## src/rtl/rd_weight_unit_if.sv

```systemverilog
// Operand-in / result-out handshake bundle for rd_weight_unit.
// master = source/collector side, slave = the unit.
interface rd_weight_unit_if #(
  parameter int N     = 8,
  parameter int ACC_W = 16,
  parameter int SEL_W = 4
);
  logic             in_valid;
  logic             in_ready;
  logic [N-1:0]     in_data;
  logic             in_last;
  logic [1:0]       mode;
  logic [SEL_W-1:0] sel;
  logic [ACC_W-1:0] thresh;
  logic             out_valid;
  logic             out_ready;
  logic [ACC_W-1:0] out_weight;
  logic             out_flag;
  logic             out_sat;
  logic [ACC_W-1:0] out_beats;

  modport master (
    output in_valid, in_data, in_last, mode, sel, thresh, out_ready,
    input  in_ready, out_valid, out_weight, out_flag, out_sat, out_beats
  );

  modport slave (
    input  in_valid, in_data, in_last, mode, sel, thresh, out_ready,
    output in_ready, out_valid, out_weight, out_flag, out_sat, out_beats
  );
endinterface

```

## src/rtl/rd_weight_unit.sv

```systemverilog
// Streaming frame weight unit: popcount per beat, saturating frame accumulator,
// and one selectable symmetric-function flag reported at the end of each frame.
module rd_weight_unit #(
  parameter int N     = 8,
  parameter int ACC_W = 16,
  parameter int SEL_W = 4
) (
  input logic             clk,
  input logic             rst,
  rd_weight_unit_if.slave bus
);
  localparam int PC_W = $clog2(N + 1);
  localparam logic [1:0] MODE_EQ  = 2'b00;
  localparam logic [1:0] MODE_GE  = 2'b01;
  localparam logic [1:0] MODE_BIT = 2'b10;

  typedef enum logic {IDLE = 1'b0, ACCUM = 1'b1} state_t;
  state_t state_reg, state_next;

  logic             stall;
  logic             in_ready;
  logic             accept;
  logic [PC_W-1:0]  pc_next;

  logic             cfg_load;
  logic [1:0]       cfg_mode_reg;
  logic [SEL_W-1:0] cfg_sel_reg;
  logic [ACC_W-1:0] cfg_thresh_reg;
  logic [1:0]       eff_mode;
  logic [SEL_W-1:0] eff_sel;
  logic [ACC_W-1:0] eff_thresh;

  logic             s1_valid_reg;
  logic             s1_last_reg;
  logic [PC_W-1:0]  s1_pc_reg;
  logic [1:0]       s1_mode_reg;
  logic [SEL_W-1:0] s1_sel_reg;
  logic [ACC_W-1:0] s1_thresh_reg;

  logic [ACC_W-1:0] acc_reg;
  logic [ACC_W-1:0] beats_reg;
  logic             sat_reg;
  logic [ACC_W:0]   sum_wide;
  logic             clamp;
  logic [ACC_W-1:0] acc_next;
  logic [ACC_W-1:0] beats_next;
  logic             sat_next;
  logic             flag_next;

  logic             out_valid_reg;
  logic [ACC_W-1:0] out_weight_reg;
  logic             out_flag_reg;
  logic             out_sat_reg;
  logic [ACC_W-1:0] out_beats_reg;

  // A held result freezes the whole pipeline, input side included.
  assign stall        = out_valid_reg & ~bus.out_ready;
  assign in_ready     = ~stall;
  assign accept       = bus.in_valid & in_ready;
  assign bus.in_ready = in_ready;

  always_comb begin
    pc_next = '0;
    for (int i = 0; i < N; i++) begin
      pc_next = pc_next + PC_W'(bus.in_data[i]);
    end
  end

  // Frame FSM: state register
  always_ff @(posedge clk or posedge rst) begin
    if (rst) begin
      state_reg <= IDLE;
    end else begin
      state_reg <= state_next;
    end
  end

  // Frame FSM: next state
  always_comb begin
    state_next = state_reg;
    case (state_reg)
      IDLE:    if (accept && !bus.in_last) state_next = ACCUM;
      ACCUM:   if (accept && bus.in_last)  state_next = IDLE;
      default: state_next = IDLE;
    endcase
  end

  // Frame FSM: outputs. The first beat of a frame uses the live config inputs.
  always_comb begin
    cfg_load   = 1'b0;
    eff_mode   = cfg_mode_reg;
    eff_sel    = cfg_sel_reg;
    eff_thresh = cfg_thresh_reg;
    if (state_reg == IDLE) begin
      cfg_load   = accept & ~bus.in_last;
      eff_mode   = bus.mode;
      eff_sel    = bus.sel;
      eff_thresh = bus.thresh;
    end
  end

  always_ff @(posedge clk or posedge rst) begin
    if (rst) begin
      cfg_mode_reg   <= '0;
      cfg_sel_reg    <= '0;
      cfg_thresh_reg <= '0;
    end else if (cfg_load) begin
      cfg_mode_reg   <= bus.mode;
      cfg_sel_reg    <= bus.sel;
      cfg_thresh_reg <= bus.thresh;
    end
  end

  always_ff @(posedge clk or posedge rst) begin
    if (rst) begin
      s1_valid_reg  <= 1'b0;
      s1_last_reg   <= 1'b0;
      s1_pc_reg     <= '0;
      s1_mode_reg   <= '0;
      s1_sel_reg    <= '0;
      s1_thresh_reg <= '0;
    end else if (!stall) begin
      s1_valid_reg <= accept;
      if (accept) begin
        s1_last_reg   <= bus.in_last;
        s1_pc_reg     <= pc_next;
        s1_mode_reg   <= eff_mode;
        s1_sel_reg    <= eff_sel;
        s1_thresh_reg <= eff_thresh;
      end
    end
  end

  // Flag is evaluated on the clamped weight; a BIT select past the MSB shifts out to 0.
  always_comb begin
    sum_wide   = {1'b0, acc_reg} + (ACC_W + 1)'(s1_pc_reg);
    clamp      = sum_wide[ACC_W];
    acc_next   = clamp ? {ACC_W{1'b1}} : sum_wide[ACC_W-1:0];
    sat_next   = sat_reg | clamp;
    beats_next = (&beats_reg) ? beats_reg : beats_reg + ACC_W'(1);
    flag_next  = 1'b0;
    case (s1_mode_reg)
      MODE_EQ:  flag_next = (acc_next == s1_thresh_reg);
      MODE_GE:  flag_next = (acc_next >= s1_thresh_reg);
      MODE_BIT: flag_next = |(acc_next & (ACC_W'(1) << s1_sel_reg));
      default:  flag_next = acc_next[0];
    endcase
  end

  always_ff @(posedge clk or posedge rst) begin
    if (rst) begin
      acc_reg   <= '0;
      beats_reg <= '0;
      sat_reg   <= 1'b0;
    end else if (!stall && s1_valid_reg) begin
      if (s1_last_reg) begin
        acc_reg   <= '0;
        beats_reg <= '0;
        sat_reg   <= 1'b0;
      end else begin
        acc_reg   <= acc_next;
        beats_reg <= beats_next;
        sat_reg   <= sat_next;
      end
    end
  end

  // A fresh result may load on the same edge the previous one is consumed.
  always_ff @(posedge clk or posedge rst) begin
    if (rst) begin
      out_valid_reg  <= 1'b0;
      out_weight_reg <= '0;
      out_flag_reg   <= 1'b0;
      out_sat_reg    <= 1'b0;
      out_beats_reg  <= '0;
    end else if (!stall) begin
      out_valid_reg <= s1_valid_reg & s1_last_reg;
      if (s1_valid_reg && s1_last_reg) begin
        out_weight_reg <= acc_next;
        out_flag_reg   <= flag_next;
        out_sat_reg    <= sat_next;
        out_beats_reg  <= beats_next;
      end
    end
  end

  assign bus.out_valid  = out_valid_reg;
  assign bus.out_weight = out_weight_reg;
  assign bus.out_flag   = out_flag_reg;
  assign bus.out_sat    = out_sat_reg;
  assign bus.out_beats  = out_beats_reg;
endmodule
```

## src/flat_wrapper.sv

```systemverilog
// flat-port wrapper written by rule: the top's interface ports become plain ports
module rd_weight_unit_flat 
#(
  parameter int N     = 8,
  parameter int ACC_W = 16,
  parameter int SEL_W = 4
)
  (clk, rst, bus_in_valid, bus_in_data, bus_in_last, bus_mode, bus_sel, bus_thresh, bus_out_ready, bus_in_ready, bus_out_valid, bus_out_weight, bus_out_flag, bus_out_sat, bus_out_beats);
  rd_weight_unit_if #(.N(N), .ACC_W(ACC_W), .SEL_W(SEL_W)) bus_i ();
  input logic clk;
  input logic rst;
  input wire logic [$bits(bus_i.in_valid)-1:0] bus_in_valid;
  input wire logic [$bits(bus_i.in_data)-1:0] bus_in_data;
  input wire logic [$bits(bus_i.in_last)-1:0] bus_in_last;
  input wire logic [$bits(bus_i.mode)-1:0] bus_mode;
  input wire logic [$bits(bus_i.sel)-1:0] bus_sel;
  input wire logic [$bits(bus_i.thresh)-1:0] bus_thresh;
  input wire logic [$bits(bus_i.out_ready)-1:0] bus_out_ready;
  output wire logic [$bits(bus_i.in_ready)-1:0] bus_in_ready;
  output wire logic [$bits(bus_i.out_valid)-1:0] bus_out_valid;
  output wire logic [$bits(bus_i.out_weight)-1:0] bus_out_weight;
  output wire logic [$bits(bus_i.out_flag)-1:0] bus_out_flag;
  output wire logic [$bits(bus_i.out_sat)-1:0] bus_out_sat;
  output wire logic [$bits(bus_i.out_beats)-1:0] bus_out_beats;
  assign bus_i.in_valid = bus_in_valid;
  assign bus_i.in_data = bus_in_data;
  assign bus_i.in_last = bus_in_last;
  assign bus_i.mode = bus_mode;
  assign bus_i.sel = bus_sel;
  assign bus_i.thresh = bus_thresh;
  assign bus_i.out_ready = bus_out_ready;
  assign bus_in_ready = bus_i.in_ready;
  assign bus_out_valid = bus_i.out_valid;
  assign bus_out_weight = bus_i.out_weight;
  assign bus_out_flag = bus_i.out_flag;
  assign bus_out_sat = bus_i.out_sat;
  assign bus_out_beats = bus_i.out_beats;
  rd_weight_unit #(.N(N), .ACC_W(ACC_W), .SEL_W(SEL_W)) u_core (.clk(clk), .rst(rst), .bus(bus_i));
endmodule
```

## config.mk

```make
export PLATFORM = sky130hd
export DESIGN_NAME = rd_weight_unit_flat
export DESIGN_NICKNAME = d
export VERILOG_FILES = /design/src/rtl/rd_weight_unit_if.sv /design/src/rtl/rd_weight_unit.sv /design/src/flat_wrapper.sv
export SDC_FILE = /design/constraint.sdc
export NUM_CORES = 1
export LEC_CHECK = 0
export ABC_AREA = 1
export BUFFER_PORTS_ARGS = -buffer_cell sky130_fd_sc_hd__buf_2
export CAP_MARGIN = 20
export CORE_MARGIN = 2
export CORE_UTILIZATION = 53
export DETAILED_ROUTE_END_ITERATION = 7
export PLACE_DENSITY = 0.78
export SYNTH_ARGS = -nofsm -noshare
export SYNTH_HDL_FRONTEND = slang
export SYNTH_SLANG_ARGS = --single-unit
```

## constraint.sdc

```tcl
create_clock -name clk -period 3.05 [get_ports clk]
set_input_delay 0.1525 -clock clk [delete_from_list [all_inputs] [get_ports clk]]
set_output_delay 0.1525 -clock clk [all_outputs]
set_load 0.05 [all_outputs]
```

### After elaboration in Yosys (flattened, before gate mapping)

Cells that the tools add are included.

| storage, ports and cells | value |
|---|---|
| bits in registers | 119 |
| input port bits | 35 |
| output and inout port bits | 36 |
| logic and storage cells | 66 |

| cells by class | value |
|---|---|
| add/sub/neg operators | 9 |
| magnitude comparators | 1 |
| eq/ne operators | 3 |
| shift operators | 1 |
| multiplexer cells | 13 |
| bitwise logic cells | 10 |
| reduce and logical (&&, ||, !) cells | 11 |

Operators by type and width:

| operator | number |
|---|---|
| two-way mux 16 bit | 5 |
| adder 4 x 1 -> 4 bit | 6 |
| adder 16 x 4 -> 17 bit | 1 |
| adder 16 x 1 -> 16 bit (second input constant) | 1 |
| bitwise AND 16 bit | 1 |
| equality test 16 bit | 1 |
| >= comparator 16 bit | 1 |
| AND reduction 16 bit | 1 |
| OR reduction 16 bit | 1 |
| << shifter 1 x 4 -> 16 bit (first input constant) | 1 |
| bitwise AND 1 bit | 4 |
| logical AND 1 bit | 4 |
| two-way mux 1 bit | 4 |
| two-way mux 4 bit | 1 |
| NOT 1 bit | 4 |
| AND reduction 2 bit | 2 |
| one-hot mux 1 bit (3 select lines) | 1 |
| adder 1 x 1 -> 2 bit | 1 |
| equality test 2 x 1 -> 1 bit (second input constant) | 1 |
| equality test 2 bit (second input constant) | 1 |
| logical NOT 1 bit | 2 |
| logical NOT 2 bit | 1 |
| two-way mux 2 bit | 1 |
| one-hot mux 1 bit (2 select lines) | 1 |
| OR 1 bit | 1 |

### Depth between registers and ports, before layout

Gate-level depths: netlist of run 1.

| logic depth | value |
|---|---|
| word-level depth | 7 |
| gate-level depth with buffers | 20 |
| depth with buffers taken out | 19 |

### Worst setup path before layout of run 1

OpenSTA, ideal clock, no wires.

| path | value |
|---|---|
| kind | register -> register |
| from | register u_core.acc_reg[0] |
| to | register u_core.out_flag_reg (netlist: u_core.bus.out_flag) |
| library setup time | 122 ps |
| data arrival time | 2585 ps |
| data required time | 2928 ps |
| setup slack | 343 ps |
| cell stages (with the launch flop) | 21 |
| path buffers | 1 |
| period minus slack after synthesis | 2707 ps |
| path through | dfrtp_1 > ha_1 > fa_1 > nand2_1 > nand2_2 > nand2_2 > nor2_4 > nand2_4 > buf_6 > nand3_2 > ha_1 > nand2_1 > inv_1 > nand3_1 > nor2_1 > nand3_1 > o211ai_1 > nor2_1 > nand3_1 > a21oi_1 > a21oi_2 |

| on the way | value |
|---|---|
| word-level cells in the longest chain between the ends | 5 |
| elaborated cells on any way between the ends | 7 |
| classes of those cells | add/sub: 1; order compare: 1; eq/ne: 1; mux: 2; bitwise: 1; reduce/logical: 1 |

RTL lines:

| element | line | RTL |
|---|---|---|
| start: declaration | rd_weight_unit.sv:40 | `logic [ACC_W-1:0] acc_reg;` |
| start signal: assignment | rd_weight_unit.sv:161 | `acc_reg <= acc_next;` |
| adder 16 x 4 -> 17 bit (*) | rd_weight_unit.sv:136 | `sum_wide = {1'b0, acc_reg} + (ACC_W + 1)'(s1_pc_reg);` |
| two-way mux 16 bit (*) | rd_weight_unit.sv:138 | `acc_next = clamp ? {ACC_W{1'b1}} : sum_wide[ACC_W-1:0];` |
| via u_core.acc_next[11] | rd_weight_unit.sv:45 | `logic [ACC_W-1:0] acc_next;` |
| branches (longest 2 deep; another with >= comparator 16 bit) | n/a |  |
| one-hot mux 1 bit (3 select lines) (*) | rd_weight_unit.sv:142 | `case (s1_mode_reg)` |
| end signal: assignment | rd_weight_unit.sv:180 | `out_flag_reg <= flag_next;` |
| end: declaration | rd_weight_unit.sv:52 | `logic out_flag_reg;` |

Mark *: on every way through the listed nets, which the timed path passes.
A chain may end at the register's enable or synchronous reset.

### Final worst setup path of run 1

Same ends and word-level chain as after synthesis.

==> results.txt, run 1 <==
* Result of the run: finished clean
* Count of antenna-violating nets left after detailed routing: 0
* Routed met2 length: 7020 µm
* Worst flop-to-flop path startpoint: u_core.acc_reg[0]
- Cell Chain, Critical Path: ha_1 > fa_2 > nand2_1 > nand2_2 > nand2_2 > nor2_4 > nand2_8 > nand3_2 > ha_1 > nand2_1 > inv_1 > nand3_1 > nor2_2 > nand3_1 > o211ai_1 > nor2_1 > nand3_1 > a21oi_2 > a21oi_2
- The library cell used most frequently in the layout, excluding fill and tap cells, is sky130_fd_sc_hd__nand2_1.
* Max-cap violations: 0
- 71 I/O pins were placed.
- Power spread over the standard cell area amounts to 765 nW/µm².
- 1st-pass router iterations: 6
- The worst-case IR drop observed on VDD is 518 µV.
- Transition time of the tightest slew-check pin: 0.699 ns
* Area growth from synthesis to final layout: 19.8%
- Via count: 5514
- Wire length of the first global-routing pass: 24600 µm
* Root buf cell: sky130_fd_sc_hd__clkbuf_16
* Weighted congestion at the end of routability-driven global placement: 0.918
* Pin count of the biggest net entering global routing: 57
* Worst slew margin relative to its limit: 0.533
- In the final routed layout, each cell accounts on average for 14.1 µm.
- Clock tree synthesis inserted a total of 17 buffers.
* Length of routed wiring on met1: 6820 µm
- CTS tree: built
- Final number of setup-violating endpoints: 0
* Number of levels in the clock H-tree: 4
- Mean Syn Cell Area: 7.99 µm²
* Most frequent cells in the layout: sky130_fd_sc_hd__nand2_1, sky130_fd_sc_hd__inv_1, sky130_fd_sc_hd__dfrtp_1, sky130_fd_sc_hd__o21ai_0, sky130_fd_sc_hd__buf_2
- Final critical path time including I/O delays and setup: 2.81 ns
* Clock network latency to the later pin of the worst-skew pair: 0.42 ns
* Sum of negative setup slack: 0 ns
* Via-to-Cell Ratio: 5.27
* Die outline width: 114 µm
- Setup repair after global routing left no endpoint under its margin.
- Proportion of synthesized chip area in sequential cells: 0.463
- Critical Path Source Type: register
- Clock input transition at the sequential cells of the worst setup and hold paths: 0.05 ns
- Vias in the first global route: 5176
- During placement, the flow inserted port buffers numbering 70.
- The slowest stage of the critical path is the sky130_fd_sc_hd__dfrtp_1 cell.
* Buffer depth of the longest clock path: 2
- Signal routing reaches up to met4.
- After detailed routing, the total wire length is 14800 µm.
- Worst Clk Skew: 0.00697 ns
* Total standard cell area after synthesis: 6430 µm²
- Summed over all nets, the half-perimeter wirelength after detailed placement is 10400 µm.
* Post-route worst setup slack: 0.241 ns
- Counting flops and latches in the post-synthesis netlist gives 119.
- After technology mapping, the gate count stands at 804.
* Std-Cell Core Area: 11900 µm²
- Flop2flop setup slack: 0.24 ns
* Worst r2r dst: u_core.bus.out_flag
- Counting instances, the worst hold path has a depth of 3.
* Die Outline Area: 13000 µm²
- Along the worst path, the maximum fanout reaches 16.
- Total placed cells including tap cells: 1001
- Wire segments on met3 add up to 678 µm in the final route.
* Required @ worst endpoint: 3.40 ns
* Worst-case setup slack after placement: 0.0755 ns
- The floorplan has 40 rows.
- The initial utilization of the core area, before any placement, comes to 0.540.
- Leakage dissipation: 0.00390 µW
* DRT iter0 DRCs: 353
- Final-report max-slew violation count: 0
- Top cell by count, worst path: sky130_fd_sc_hd__nand3_1
- End point of the worst hold path: u_core.cfg_thresh_reg[7]
- The number of antenna violations at the first check in global routing is 0.
- The total overflow left after global routing is 0.
* Clock sink count: 119
* Max incr delay on CP: 0.38 ns
- The worst setup path is captured at a register.
- In this run the worst hold path is classified as primary input to register.
* Number of hold-slack violations in the final timing report: 0
- Fmax: 0.356 GHz
- For this run, design rule violations remaining after detail routing come to 0.
- Data arrival time of the critical path: 3.16 ns
- The final layout contains 952 nets.
* Post-synth cell types: 35
- Category of the most critical setup path: register to register
* Yosys warnings: 0
* Synth Net Count: 868
- Aggregate global-route resource usage: 0.243
- Layout cell share with drive strength beyond 1: 0.161
- The startpoint identified for the worst hold timing path is bus_thresh[7].
* Post-layout total power: 5890 µW
- Final cycle utilization of the critical path: 0.921
* Post-Layout Cell Count: 1047
- The number of cells on the worst reg-to-reg path is 19.
- Count of antenna diodes in the layout: 0
- Vertical die dimension: 114 µm
[cells in the mapped netlist]
cell                       number  area (µm²)
sky130_fd_sc_hd__a21oi_1       17        85.1
sky130_fd_sc_hd__a21oi_2        3        26.3
sky130_fd_sc_hd__a22o_1         1        8.76
sky130_fd_sc_hd__a31oi_1        6        37.5
sky130_fd_sc_hd__and3_1         1        6.26
sky130_fd_sc_hd__buf_2          7        35.0
sky130_fd_sc_hd__buf_6          1        11.3
sky130_fd_sc_hd__clkbuf_1      21        78.8
sky130_fd_sc_hd__clkinv_1       2        7.51
sky130_fd_sc_hd__dfrtp_1      119        2980
sky130_fd_sc_hd__fa_1           5         100
sky130_fd_sc_hd__ha_1          24         300
sky130_fd_sc_hd__inv_1        124         465
sky130_fd_sc_hd__inv_2          4        15.0
sky130_fd_sc_hd__mux2_2         2        22.5
sky130_fd_sc_hd__nand2_1      201         754
sky130_fd_sc_hd__nand2_2        3        18.8
sky130_fd_sc_hd__nand2_4        1        11.3
sky130_fd_sc_hd__nand3_1       37         185
sky130_fd_sc_hd__nand3_2        8        80.1
sky130_fd_sc_hd__nand3b_1       1        7.51
sky130_fd_sc_hd__nand4_1        8        50.1
sky130_fd_sc_hd__nor2_1        43         161
sky130_fd_sc_hd__nor2_2         2        12.5
sky130_fd_sc_hd__nor2_4         3        33.8
sky130_fd_sc_hd__nor3_1        11        55.1
sky130_fd_sc_hd__nor4_1         5        31.3
sky130_fd_sc_hd__o211ai_1      22         165
sky130_fd_sc_hd__o21ai_0       88         440
sky130_fd_sc_hd__o21ai_1        3        15.0
sky130_fd_sc_hd__o21ai_2        1        8.76
sky130_fd_sc_hd__o21bai_1       1        7.51
sky130_fd_sc_hd__o22ai_1       17         106
sky130_fd_sc_hd__xnor2_1        2        17.5
sky130_fd_sc_hd__xor2_1        10        87.6
[stage by stage]
stage | instance area (µm²) | hold WS (ns) | util
6_report | 7700 | 0.0238 | 0.647
4_1_cts | 7650 | 0.00234 | 0.642
2_1_floorplan | 6430 | 0.303 | -
5_1_grt | 7700 | 0.0252 | 0.647
3_3_place_gp | 6920 | 0.256 | 0.581
3_5_place_dp | 6920 | 0.254 | 0.581
[critical path: cells and delay by family (launching register included)]
family                     cells  cell delay [ns]
AOI/OAI and AO/OA              3             0.31
adders and majority gates      3             0.90
buffers and inverters          1             0.06
DFF                            1             0.38
and+or+nand+nor               12             1.10
[worst max-delay path by stage]
stage / endpoint / cells after the start / from / slack, ns
detailed placement: u_core.bus.out_flag / 19 / u_core.acc_reg[0] / 0.08
global placement: u_core.bus.out_flag / 19 / u_core.acc_reg[0] / 0.18
global route: u_core.bus.out_flag / 19 / u_core.acc_reg[0] / 0.04
CTS: u_core.bus.out_flag / 19 / u_core.acc_reg[0] / 0.07
floorplan: u_core.bus.out_flag / 20 / u_core.acc_reg[0] / 0.34
finish: u_core.bus.out_flag / 19 / u_core.acc_reg[0] / 0.24
[report_power, final]
part / internal (µW) / leakage, µW / switching (µW)
combinational: 535 / 0.00205 / 1200
clock: 1360 / 0.000302 / 672
sequential: 1910 / 0.00155 / 217
[timing repair]
item                                    4_1_cts  5_1_grt
setup buffers                                 0        3
endpoints found under the setup margin        0        1
hold buffers                                 12        0
resized for setup                             0        7
hold endpoints to repair                     37        0
[per-layer routing]
layer | global-route usage | up-vias
met5 | 0 | -
met4 | 0.0959 | 0
met3 | 0.0556 | 15
met2 | 0.389 | 143
met1 | 0.322 | 2590
li1 | - | 2766
[area by class of cell]
class,instances,area [µm²]
clock inverter,9,123
timing repair buffer,94,573
sequential,119,2980
multi-input combinational,526,2870
clock buffer,22,484
fill,997,4210
inverter,130,492
tap,147,184
[logic make-up after synthesis]
logic type | after synthesis | share of synthesized area
buf+inv | 159 | 0.0954
fa+ha+maj | 29 | 0.0623
xor+xnor | 12 | 0.0164
flops | 119 | 0.463
simple gates | 324 | 0.219
mux | 2 | 0.00350
compound gates | 159 | 0.140
(Power assumes the default switching activity.)
==> inputs of run 2 (changes only) <==
--- a/config.mk
+++ b/config.mk
@@ -6,7 +6,7 @@
 export NUM_CORES = 1
 export LEC_CHECK = 0
 export ABC_AREA = 1
-export BUFFER_PORTS_ARGS = -buffer_cell sky130_fd_sc_hd__buf_2
+export BUFFER_PORTS_ARGS = -buffer_cell sky130_fd_sc_hd__buf_4
 export CAP_MARGIN = 20
 export CORE_MARGIN = 2
 export CORE_UTILIZATION = 53
==> results.txt, run 2 (synthesis gave the netlist of run 1 again) <==
- Result of the run: finished clean
- Power density of the placed cells: 786 nW/µm²
* Wire length of the first global-routing pass: 24500 µm
- Standard cell area after detailed placement: 7100 µm²
- Root buf cell: sky130_fd_sc_hd__clkbuf_16
- The worst setup path is of the register to register kind.
- Std-Cell Core Area: 11900 µm²
* Pin count of the biggest net entering global routing: 120
* Switching share of power: 0.341
- Total Routed Length: 14700 µm
- The layer flagged by global routing as most heavily used is met2.
* Fin Hold WS: 0.0132 ns
- Crit. End Element: register
- Leakage dissipation: 0.00393 µW
- Final critical path time including I/O delays and setup: 2.86 ns
- No sink is reached through more buffers than the 2 on the longest clock path.
- Layout cell share with drive strength beyond 1: 0.160
* Final-report max-slew violation count: 0
* Final cycle utilization of the critical path: 0.939
* 1st-pass router iterations: 5
- At the end of routability-driven placement, the weighted congestion stood at 0.912.
- IR analysis of the VDD net gives a maximum drop of 496 µV.
- Of the total power, combinational logic draws 0.291.
- Clock network fraction of total power: 0.365
* Global-route met1 utilization: 0.328
* Number of levels in the clock H-tree: 4
- Broken down by cell family, the worst path's largest delay share belongs to simple AND/OR/NAND/NOR gates.
- Most common cell after layout, fill and taps aside: sky130_fd_sc_hd__nand2_1
- Dividing the detail-routed wire length by the instance count gives 14.2 µm.
* Internal cell power: 4070 µW
* Vias in the first global route: 5059
- Dividing the detail-routed via count by the number of cells gives 5.23.
* Clock network latency to the later pin of the worst-skew pair: 0.43 ns
* Total overflow reported by the global router: 0
- Fmax: 0.349 GHz
* Die Outline Area: 13000 µm²
* Met2 global-route usage: 0.376
* Count of antenna diodes in the layout: 0
- Once layout is done, the placed cells without fillers occupy 7860 µm².
* Slowest-stage cell, CP: sky130_fd_sc_hd__dfrtp_1
- For met3 alone, demand over resource in global routing was 0.0561.
- Post-detail-place hpwl: 10200 µm
* Most frequent cells in the layout: sky130_fd_sc_hd__nand2_1, sky130_fd_sc_hd__inv_1, sky130_fd_sc_hd__dfrtp_1, sky130_fd_sc_hd__o21ai_0, sky130_fd_sc_hd__buf_4
- The number of antenna violations at the first check in global routing was 0.
- Unrepaired setup endpoints after global routing: false
- Via count: 5425
- TritonCTS built the clock tree.
* Number of buffers created by CTS: 17
* Quantity of I/O buffers inserted on ports: 70
* Max incr delay on CP: 0.38 ns
- In this run the tightest slew margin relative to its limit is 0.508.
* Vertical die dimension: 114 µm
- For this run, design rule violations remaining after detail routing come to 0.
* Transition time of the tightest slew-check pin: 0.737 ns
- Number of placed I/O pins: 71
- The die is 114 µm wide.
- Flop2flop setup slack: 0.19 ns
- The critical path contains buffers and inverters numbering 0 combined.
- The worst setup path is launched from a register.
- The worst hold path belongs to the class primary input to register.
- Of the total power, registers draw 0.344.
* Total number of placement rows: 40
- DRT iter0 DRCs: 433
- Across the routed clock network, the largest skew measured is 0.00958 ns.
- Switching power: 2110 µW
- Required @ worst endpoint: 3.40 ns
- The critical path goes through ha_1 > fa_2 > nand2_1 > nand2_2 > nand3_2 > nor2_4 > nand3b_1 > nand3_2 > ha_4 > nand4_1 > nor2_2 > nand3_1 > o211ai_1 > nor2_1 > nand3_1 > a21oi_1 > a21oi_2.
- Data arrival time of the critical path: 3.21 ns
- Final number of setup-violating endpoints: 0
- Adding up every negative setup slack in the final design gives 0 ns.
* Max-cap violations: 0
- Compared with the post-synthesis result, the final layout area differs by 22.2%.
- The initial utilization of the core area, before any placement, comes to 0.540.
* Aggregate global-route resource usage: 0.239
* Worst-path fanout max: 5
- Number of hold-slack violations in the final timing report: 0
* Count of antenna-violating nets left after detailed routing: 0
- Clock sink count: 119
* # nets final: 943
* Clock input transition at the sequential cells of the worst setup and hold paths: 0.05 ns
## run 2: cell count changes in the layout (fill, tap and decap cells not counted), moves of 2 or more
cell,previous run,this run
sky130_fd_sc_hd__bufinv_16,3,5
sky130_fd_sc_hd__buf_2,70,0
sky130_fd_sc_hd__dlygate4sd3_1,12,4
sky130_fd_sc_hd__buf_4,11,80
sky130_fd_sc_hd__clkinv_2,5,1
sky130_fd_sc_hd__clkbuf_8,4,6
## run 2: final cells by class
| type | count | area (µm²) |
|---|---|---|
| tap | 147 | 184 |
| clock buffer | 24 | 512 |
| fill | 990 | 4060 |
| timing repair buffer | 85 | 661 |
| inverter | 130 | 492 |
| multi-input combinational | 526 | 2870 |
| clock inverter | 7 | 163 |
| sequential | 119 | 2980 |
## run 2: final timing paths
check | startpoint | endpoint | cells past startpoint
worst min register to register | u_core.bus.out_beats[10] | u_core.bus.out_beats[10] | 2
max in group asynchronous | rst | u_core.cfg_thresh_reg[8] | 4
worst max register to register | u_core.acc_reg[0] | u_core.bus.out_flag | 17
min in group asynchronous | rst | u_core.bus.out_weight[9] | 4
worst max-delay path | u_core.acc_reg[0] | u_core.bus.out_flag | 17
worst min-delay path | bus_thresh[3] | u_core.cfg_thresh_reg[3] | 3
## run 2: through the flow
| step | cells | utilization | worst slack, ns | power (µW) |
|---|---|---|---|---|
| 4_1_cts | 1036 | 0.656 | 0.0314 | 6200 |
| 6_report | 1038 | 0.660 | 0.186 | 6180 |
| 2_1_floorplan | 804 | - | 0.343 | 3400 |
| 5_1_grt | 1038 | 0.660 | 0.00255 | 6520 |
| 3_3_place_gp | 1001 | 0.596 | 0.160 | 3870 |
| 3_5_place_dp | 1001 | 0.596 | 0.0511 | 3900 |
## run 2: worst min-delay path, stage by stage
cell	delay, ns
sky130_fd_sc_hd__buf_4	0.10
sky130_fd_sc_hd__inv_1	0.05
sky130_fd_sc_hd__o21ai_0	0.08
## run 2: timing repair
action | CTS | global route
hold buffers | 4 | 0
resized for setup | 0 | 5
setup endpoints to repair | 0 | 1
endpoints found under the hold margin | 122 | 0
buffers inserted | 0 | 2
## run 2: power groups by stage
stage,combinational (µW),sequential (µW),clock (µW)
after floorplan,1050,2350,0
after global placement,1730,2130,0
after detailed placement,1760,2140,0
after CTS,1800,2120,2280
after global routing,2020,2160,2340
final,1800,2120,2250
## run 2: per-layer routing
layer	up-vias	routed length, µm
li1	2758	-
met1	2485	6830
met2	155	6940
met3	27	691
met4	0	286
met5	-	0
